### config.mk
export PLATFORM = sky130hd
export DESIGN_NAME = branch_predict_unit
export DESIGN_NICKNAME = d
export VERILOG_FILES = /design/src/rtl/branch_predict_unit.sv
export SDC_FILE = /design/constraint.sdc
export NUM_CORES = 2
export LEC_CHECK = 0
export ABC_AREA = 1
export BUFFER_PORTS_ARGS = -buffer_cell sky130_fd_sc_hd__buf_2
export CORE_UTILIZATION = 50
export DETAILED_ROUTE_END_ITERATION = 7
export PLACE_DENSITY = 0.67
export SYNTH_ARGS = -nofsm -noshare
export SYNTH_HDL_FRONTEND = slang
export SYNTH_SLANG_ARGS = --single-unit
### constraint.sdc
create_clock -name clk -period 7.45 [get_ports clk]
set_input_delay 1.1175 -clock clk [delete_from_list [all_inputs] [get_ports clk]]
set_output_delay 1.1175 -clock clk [all_outputs]
set_load 0.01 [all_outputs]
### src/rtl/branch_predict_unit.sv
// Branch prediction/resolution: direct-mapped BTB with saturating direction counters
// looked up in IF, compare-branch resolver in EX, registered redirect and statistics.
module branch_predict_unit #(
  parameter int BTB_ENTRIES = 16,
  parameter int CNT_WD      = 2,
  parameter int STAT_WD     = 32
) (
  input  logic               clk,
  input  logic               reset,
  input  logic [31:0]        fetch_pc,
  output logic [31:0]        pred_pc,
  output logic               pred_taken,
  input  logic               ex_valid,
  input  logic [3:0]         ex_br_op,
  input  logic [31:0]        ex_pc,
  input  logic [31:0]        ex_pred_pc,
  input  logic [31:0]        ex_src1,
  input  logic [31:0]        ex_src2,
  input  logic               ex_src_ready,
  input  logic [31:0]        ex_offset,
  output logic               resolve_stall,
  output logic               redirect_valid,
  output logic [31:0]        redirect_pc,
  output logic [STAT_WD-1:0] br_count,
  output logic [STAT_WD-1:0] mispred_count
);
  localparam int IDX_WD = $clog2(BTB_ENTRIES);
  localparam int TAG_WD = 30 - IDX_WD;
  localparam logic [CNT_WD-1:0] CNT_INIT = CNT_WD'(1) << (CNT_WD - 1);

  typedef struct packed {
    logic              valid;
    logic [TAG_WD-1:0] tag;
    logic [31:0]       target;
    logic              uncond;
    logic [CNT_WD-1:0] cnt;
  } btb_ent_t;

  btb_ent_t r_btb [BTB_ENTRIES];

  // IF lookup
  logic [IDX_WD-1:0] w_fidx;
  btb_ent_t          w_fent;
  logic              w_fhit, w_ftake;

  assign w_fidx     = fetch_pc[IDX_WD+1:2];
  assign w_fent     = r_btb[w_fidx];
  assign w_fhit     = w_fent.valid && (w_fent.tag == fetch_pc[31:IDX_WD+2]);
  assign w_ftake    = ~reset & w_fhit & (w_fent.uncond | w_fent.cnt[CNT_WD-1]);
  assign pred_pc    = w_ftake ? w_fent.target : fetch_pc + 32'd4;
  assign pred_taken = w_ftake;

  // EX decode and resolution
  logic        w_taken, w_needs_src, w_is_br, w_uncond;
  logic        w_eq, w_lts, w_ltu;
  logic        w_resolve, w_mispred;
  logic [31:0] w_next;

  assign w_eq  = (ex_src1 == ex_src2);
  assign w_lts = ($signed(ex_src1) < $signed(ex_src2));
  assign w_ltu = (ex_src1 < ex_src2);

  always_comb begin
    w_taken     = 1'b0;
    w_needs_src = 1'b0;
    w_is_br     = 1'b1;
    w_uncond    = 1'b0;
    case (ex_br_op)
      4'd1:      begin w_taken = 1'b1; w_uncond = 1'b1; w_needs_src = 1'b1; end
      4'd2, 4'd3: begin w_taken = 1'b1; w_uncond = 1'b1; end
      4'd4:      begin w_taken = w_eq;   w_needs_src = 1'b1; end
      4'd5:      begin w_taken = ~w_eq;  w_needs_src = 1'b1; end
      4'd6:      begin w_taken = w_lts;  w_needs_src = 1'b1; end
      4'd7:      begin w_taken = ~w_lts; w_needs_src = 1'b1; end
      4'd8:      begin w_taken = w_ltu;  w_needs_src = 1'b1; end
      4'd9:      begin w_taken = ~w_ltu; w_needs_src = 1'b1; end
      default:   w_is_br = 1'b0;
    endcase
  end

  assign w_next        = (ex_br_op == 4'd1) ? ex_src1 + ex_offset :
                         w_taken            ? ex_pc + ex_offset   : ex_pc + 32'd4;
  assign resolve_stall = ex_valid & ~ex_src_ready & w_needs_src;
  assign w_resolve     = ex_valid & ~resolve_stall;
  // Op 0 is checked too, so a false BTB hit on a non-branch still redirects.
  assign w_mispred     = (w_next != ex_pred_pc);

  logic [IDX_WD-1:0] w_eidx;
  logic [TAG_WD-1:0] w_etag;
  btb_ent_t          w_eent;
  logic              w_ehit;

  assign w_eidx = ex_pc[IDX_WD+1:2];
  assign w_etag = ex_pc[31:IDX_WD+2];
  assign w_eent = r_btb[w_eidx];
  assign w_ehit = w_eent.valid && (w_eent.tag == w_etag);

  always_ff @(posedge clk) begin
    if (reset) begin
      for (int i = 0; i < BTB_ENTRIES; i++) r_btb[i] <= '0;
    end else if (w_resolve) begin
      if (w_taken) begin
        if (w_ehit) begin
          r_btb[w_eidx].target <= w_next;
          r_btb[w_eidx].uncond <= w_uncond;
          if (w_eent.cnt != '1) r_btb[w_eidx].cnt <= w_eent.cnt + CNT_WD'(1);
        end else begin
          r_btb[w_eidx] <= '{valid: 1'b1, tag: w_etag, target: w_next,
                             uncond: w_uncond, cnt: CNT_INIT};
        end
      end else if (w_is_br) begin
        if (w_ehit && w_eent.cnt != '0) r_btb[w_eidx].cnt <= w_eent.cnt - CNT_WD'(1);
      end else if (w_ehit) begin
        r_btb[w_eidx].valid <= 1'b0;
      end
    end
  end

  // Registered redirect and saturating statistics
  logic               r_redir_v;
  logic [31:0]        r_redir_pc;
  logic [STAT_WD-1:0] r_br_cnt, r_mis_cnt;

  always_ff @(posedge clk) begin
    if (reset) begin
      r_redir_v  <= 1'b0;
      r_redir_pc <= '0;
      r_br_cnt   <= '0;
      r_mis_cnt  <= '0;
    end else begin
      r_redir_v <= w_resolve & w_mispred;
      if (w_resolve & w_mispred) r_redir_pc <= w_next;
      if (w_resolve & w_is_br & (r_br_cnt != '1))    r_br_cnt  <= r_br_cnt + STAT_WD'(1);
      if (w_resolve & w_mispred & (r_mis_cnt != '1)) r_mis_cnt <= r_mis_cnt + STAT_WD'(1);
    end
  end

  assign redirect_valid = r_redir_v;
  assign redirect_pc    = r_redir_pc;
  assign br_count       = r_br_cnt;
  assign mispred_count  = r_mis_cnt;
endmodule

# Word level (Yosys, flattened, before mapping)
# Memory sizes are Yosys's and may differ from the RTL's.
# Cells that the tools add are included.
# op_classes
n_addsub	8
order_cmp	2
n_eq_ne	16
n_mux	43
bitwise	20
reduce_logical	8
# ops
operator	n
2-to-1 mux 32 bit	3
adder 32 x 1 -> 32 bit, second input constant	2
adder 32 x 3 -> 32 bit, second input constant	2
adder 32 bit	2
< comparator 32 bit	2
inequality test 32 bit, second input constant	2
2-to-1 mux 62 bit	1
OR reduction 62 bit	1
equality test 26 bit	2
2-to-1 mux 1 bit	33
2-to-1 mux 33 bit	1
equality test 32 bit	1
inequality test 32 bit	1
equality test 4 x 3 -> 1 bit, second input constant	4
AND 1 bit	9
OR reduction 9 bit	1
equality test 4 x 2 -> 1 bit, second input constant	2
equality test 4 bit, second input constant	2
2-to-1 mux 4 bit	2
case mux 1 bit (7 select lines)	1
OR reduction 7 bit	1
NOT 1 bit	6
OR 1 bit	5
equality test 4 x 1 -> 1 bit, second input constant	1
other kinds (7)	10
# totals
register_bits	97
ramBits	992
input_bits	200
out_inout_bits	131
wordCells	102
memories	1
# memory_table
name	depth	width	read_ports	rd_ports_with_merged_regs	wr	line	text
r_btb	16	62	2	0	16	39	btb_ent_t r_btb [BTB_ENTRIES];

# Longest topological paths before layout
# depth
ltp_word	13
depth_mapped	34
mapped_depth_nobuf	33

# Least setup slack after synthesis
# No wires, ideal clock.
# synth_path
path_type	in2reg
start	input port ex_src2[31]
end	memory r_btb[0][35] in the netlist's numbering, enable pin
setup_time_ps	445
arrival_time_ps	5138
required_time_ps	7005
path_slack_ps	1867
cell_stages	16
n_path_buf	2
path_cell_list	inv_1 > ha_1 > a21oi_1 > o21a_1 > nand2_1 > a21oi_1 > nand2_1 > nand2_1 > nand3_1 > nand3_4 > buf_4 > nand2_1 > inv_2 > clkbuf_1 > nand2_1 > o21ai_0
# synth_lines
item	line	text
start, declared	18	input logic [31:0] ex_src2,
end, declared	39	

# Worst setup path in the final report
# layout_path
start	input port fetch_pc[2]
end	output port pred_pc[19]
# layout_between
elab_chain_cells	6
word_cells_on_any_way	8
cone_classes	add/sub: 1; eq/ne: 1; mux: 1; bitwise: 3; reduce/logical: 1; memory: 1
# layout_rtl
item	line	text
start, declared	10	input logic [31:0] fetch_pc,
memory (16 x 62 bit)	n/a	
equality test 26 bit	48	assign w_fhit = w_fent.valid && (w_fent.tag == fetch_pc[31:IDX_WD+2]);
logical AND 1 bit	48	
AND 1 bit (2 in series)	49	assign w_ftake = ~reset & w_fhit & (w_fent.uncond | w_fent.cnt[CNT_WD-1]);
2-to-1 mux 32 bit *	50	assign pred_pc = w_ftake ? w_fent.target : fetch_pc + 32'd4;
end, declared	11	output logic [31:0] pred_pc,
# Mark *: on every way between the ends. The rest lies on a longest branch, timed or not.

==> results.py <==
metrics = {
    "routing": {
        "wl_met1_mm": 90.46,
        "vias_per_cell": 6.352,
        "dr_wl_met2_mm": 104.6,
        "wl_met3_mm": 33.06,
        "drc": 2,
        "drtAntennaViolNets": 0,
        "drt_wl_total_mm": 245.0,
        "wl_per_cell_um": 26.84,
        "top_layer": "met5",
        "routed-via-count": 58000,
        "drtIter0Drc": 9135,
        "drt_pass1_iterations": 8,
    },
    "place": {
        "dpl-instance-area_um2": 64390,
        "gp_congestion": 1.030,
        "place_ws_ns": 0.8974,
        "place_hpwl_mm": 158.6,
        "numPortBuffers": 330,
        "dp_cells": 8905,
    },
    "clock_network": {
        "cts_inserted_buffers": 114,
        "clk_pin_slew_ns": 0.06,
        "cts_resized": 0,
        "numClockSinks": 1089,
        "cts_tree": "built",
        "clock_latency_ns": 0.76,
        "clock-root-buffer": "clkbuf_16",
        "cts-hold-fix-buffers": 0,
        "post_cts_buffers": 0,
        "htreeDepth": 3,
        "clockBufferDepth": 3,
    },
    "synthesis": {
        "synth.area.top_cells": "edfxtp_1, nor2_1, o21ai_0, nand2_1, nor3_1",
        "synth_top_family_by_area": "simple AND/OR/NAND/NOR gates",
        "synth_area_per_cell_um2": 8.340,
        "yosysWarnings": 0,
        "async_flop_share_pct": 0,
        "synthesis.nets": 7673,
        "synth_xor_area_share_pct": 1.653,
        "synthAdderAreaFrac_pct": 2.162,
        "synth.distinct_cells": 59,
        "yosys_most_used_dff": "edfxtp_1",
        "ys_seq_area_share_pct": 51.64,
        "synth_edf_count": 992,
        "synth-seq-cells": 1089,
        "synth_compound_area_share_pct": 14.68,
        "yosys.area.top_type": "edfxtp_1",
        "postSynthCellCount": 7368,
        "synth.area.mux_share_pct": 0,
        "synth_simple_gate_area_share_pct": 22.82,
        "yosysTopAreaCellShare_pct": 48.48,
        "synth_area_um2": 61450,
    },
    "timing": {
        "skew_ns": 0.05606,
        "slew_headroom_pct": 16.18,
        "period_share_pct": 92.19,
        "setup_viol": 0,
        "hold_violations": 0,
        "worstMarginPinSlew_ns": 1.253,
        "fin_crit_ns": 6.868,
        "drv_slew": 0,
        "fin_ws_ns": 0.5816,
        "rsz0062_at_grt": "false",
        "fin_setup_tns_ns": 0,
        "fmax_ghz": 0.1456,
    },
    "global_routing": {
        "antenna_found_initial": 36,
        "grt_pass1_vias": 53590,
        "grt_pass1_wl_mm": 353.8,
        "globalRouteOverflowTotal": 0,
        "grt_max_degree": 192,
        "grt_usage_pct": 38.24,
    },
    "cells_and_area": {
        "fin_area_um2": 68050,
        "nFillCells": 10960,
        "drive_gt1_share_pct": 9.931,
        "final_cells": 9131,
        "fin_util_pct": 55.84,
        "regArea_um2": 31730,
        "nNetsFinal": 7701,
        "area_delta_synth_final_pct": 10.75,
        "multi_input_area_um2": 25750,
    },
    "worst_setup_path": {
        "r2r_cells": 15,
        "worst-endpoint-required_ns": 6.33,
        "cp-start-kind": "input pin",
        "crit_type": "input pin to primary output",
        "worst-path-max-fanout": 133,
        "end_kind": "primary output",
        "worstPathArrival_ns": 5.75,
    },
    "hold_path": {
        "worstHoldPathType": "flip-flop to flip-flop",
        "whs_path_depth": 2,
    },
    "floorplanning": {
        "die_w_um": 352.6,
        "fp.dieH_um": 352.6,
        "io_pins": 331,
        "initial_core_util_pct": 50.42,
        "core_area_um2": 121900,
        "rows": 128,
        "dieArea_um2": 124300,
    },
    "power_and_ir_drop": {
        "power_density_nw_per_um2": 224.2,
        "pwr-share-clk_pct": 37.4,
        "power.leakage_nw": 25.91,
        "pwr-share-comb_pct": 16.1,
        "swShare_pct": 29.59,
        "p_int_mw": 10.74,
        "vdd_ir_drop_max_v": 0.0002121,
        "switchingPower_mw": 4.514,
        "seqPwrFrac_pct": 46.5,
    },
    "run_status": {
        "status": "complete, but fails checks",
        "violations": "DRC",
    },
    "run": {
        "drv_cap": 0,
    },
}
## cell families (layout without fill, tap and decap cells)
logic type               Yosys count  in the layout
AND/OR/NAND/NOR                 3319           3319
XOR/XNOR                         116            116
AO/OA/AOI/OAI                   1644           1644
other                              0             14
flip-flops                      1089           1089
buffers and inverters           1095           1219
adder cells (fa/ha/maj)          105            105
## cell usage in the layout, fill, tap and decap left out, types with 14 or more instances in the layout
| cell | synthesis | routed |
|---|---|---|
| a21oi_1 | 366 | 366 |
| a41oi_1 | 26 | 26 |
| buf_2 | 101 | 325 |
| buf_4 | 6 | 121 |
| clkbuf_1 | 398 | 27 |
| clkbuf_16 | 0 | 114 |
| clkinv_1 | 17 | 40 |
| clkinv_2 | 0 | 25 |
| dfxtp_1 | 97 | 97 |
| diode_2 | 0 | 14 |
| edfxtp_1 | 992 | 992 |
| ha_1 | 103 | 103 |
| inv_1 | 521 | 517 |
| nand2_1 | 932 | 900 |
| nand2_2 | 26 | 44 |
| nand2_4 | 1 | 15 |
| nand3_1 | 260 | 260 |
| nand4_1 | 122 | 122 |
| nor2_1 | 1444 | 1438 |
| nor3_1 | 449 | 449 |
| nor4_1 | 38 | 38 |
| o211ai_1 | 75 | 75 |
| o21ai_0 | 943 | 929 |
| o21ai_1 | 29 | 29 |
| o21ai_4 | 0 | 14 |
| o221ai_1 | 56 | 56 |
| o22ai_1 | 83 | 83 |
| xnor2_1 | 24 | 24 |
| xor2_1 | 92 | 92 |
## synth_stat cells, types with 6 or more instances
| library cell | count |
|---|---|
| nor4_1 | 38 |
| o22ai_1 | 83 |
| nand3_1 | 260 |
| inv_1 | 521 |
| dfxtp_1 | 97 |
| nand4_1 | 122 |
| nand2_1 | 932 |
| xor2_1 | 92 |
| buf_6 | 9 |
| o21a_1 | 13 |
| o21ai_1 | 29 |
| nor3b_1 | 8 |
| buf_2 | 101 |
| ha_1 | 103 |
| nor3_1 | 449 |
| inv_2 | 8 |
| nor2_1 | 1444 |
| o21ai_0 | 943 |
| clkinv_1 | 17 |
| xnor2_1 | 24 |
| a41oi_1 | 26 |
| nand3b_1 | 11 |
| edfxtp_1 | 992 |
| o221ai_1 | 56 |
| clkbuf_1 | 398 |
| a31oi_1 | 10 |
| buf_1 | 35 |
| or2_2 | 10 |
| o211ai_1 | 75 |
| a21oi_1 | 366 |
| a21o_1 | 12 |
| nand2_2 | 26 |
| buf_4 | 6 |
## layout make-up
class | count | area share (%)
multi-input cells | 5184 | 37.84
clock inverters | 71 | 0.9873
inverters | 546 | 3.039
repair buffers | 461 | 4.131
diodes | 14 | 0.05148
flip-flops and latches | 1089 | 46.63
clock buffers | 141 | 4.341
well taps | 1625 | 2.988
## metal layers
layer  up-vias  global-route usage [%]
met3       862                   9.408
li1      25520                       -
met5         -                       0
met2      4360                   57.24
met4        36                   23.56
met1     27230                   49.95
## final timing paths
check,start,to,slack [ns]
worst max-delay path,fetch_pc[2],pred_pc[19],0.58
worst min-delay path,br_count[4]$_SDFFE_PP0P_,br_count[4]$_SDFFE_PP0P_,0.48
worst max register to register,r_btb[13][51]$_SDFFCE_PN0P_,r_btb[11][1]$_SDFFCE_PN0P_,3.22
worst min register to register,br_count[4]$_SDFFE_PP0P_,br_count[4]$_SDFFE_PP0P_,0.48
## through the flow
stage	power (mW)	hold slack, ns
after floorplan	8.588	0.4938
after global placement	9.555	0.4699
after detailed placement	9.575	0.4722
after CTS	15.15	0.4841
after global routing	15.63	0.5208
final	15.25	0.4813
## flip-flops by register name (all words and copies together) (netlist names)
register	cells
r_btb	992
br_count	32
mispred_count	32
redirect_pc	32
redirect_valid	1
## power by group through the flow
stage                     registers, mW  logic, mW  clock network [mW]
after global routing               7.12       2.60                5.90
final                              7.09       2.46                5.70
after detailed placement           7.21       2.36                   0
after global placement             7.21       2.35                   0
after floorplan                    7.19       1.40                   0
after CTS                          7.09       2.37                5.69
## worst max-delay path: stages
cell      delay (ns)
buf_8           0.51
inv_8           0.46
nor2_1          0.21
o21ai_0         0.11
o211ai_1        0.25
nand3_1         0.23
xor2_1          0.26
nand3_1         0.11
nor4_1          0.67
nand3_1         0.47
inv_2           0.51
o21ai_0         0.38
inv_1           0.14
buf_2           0.15
(Power assumes the default switching activity.)
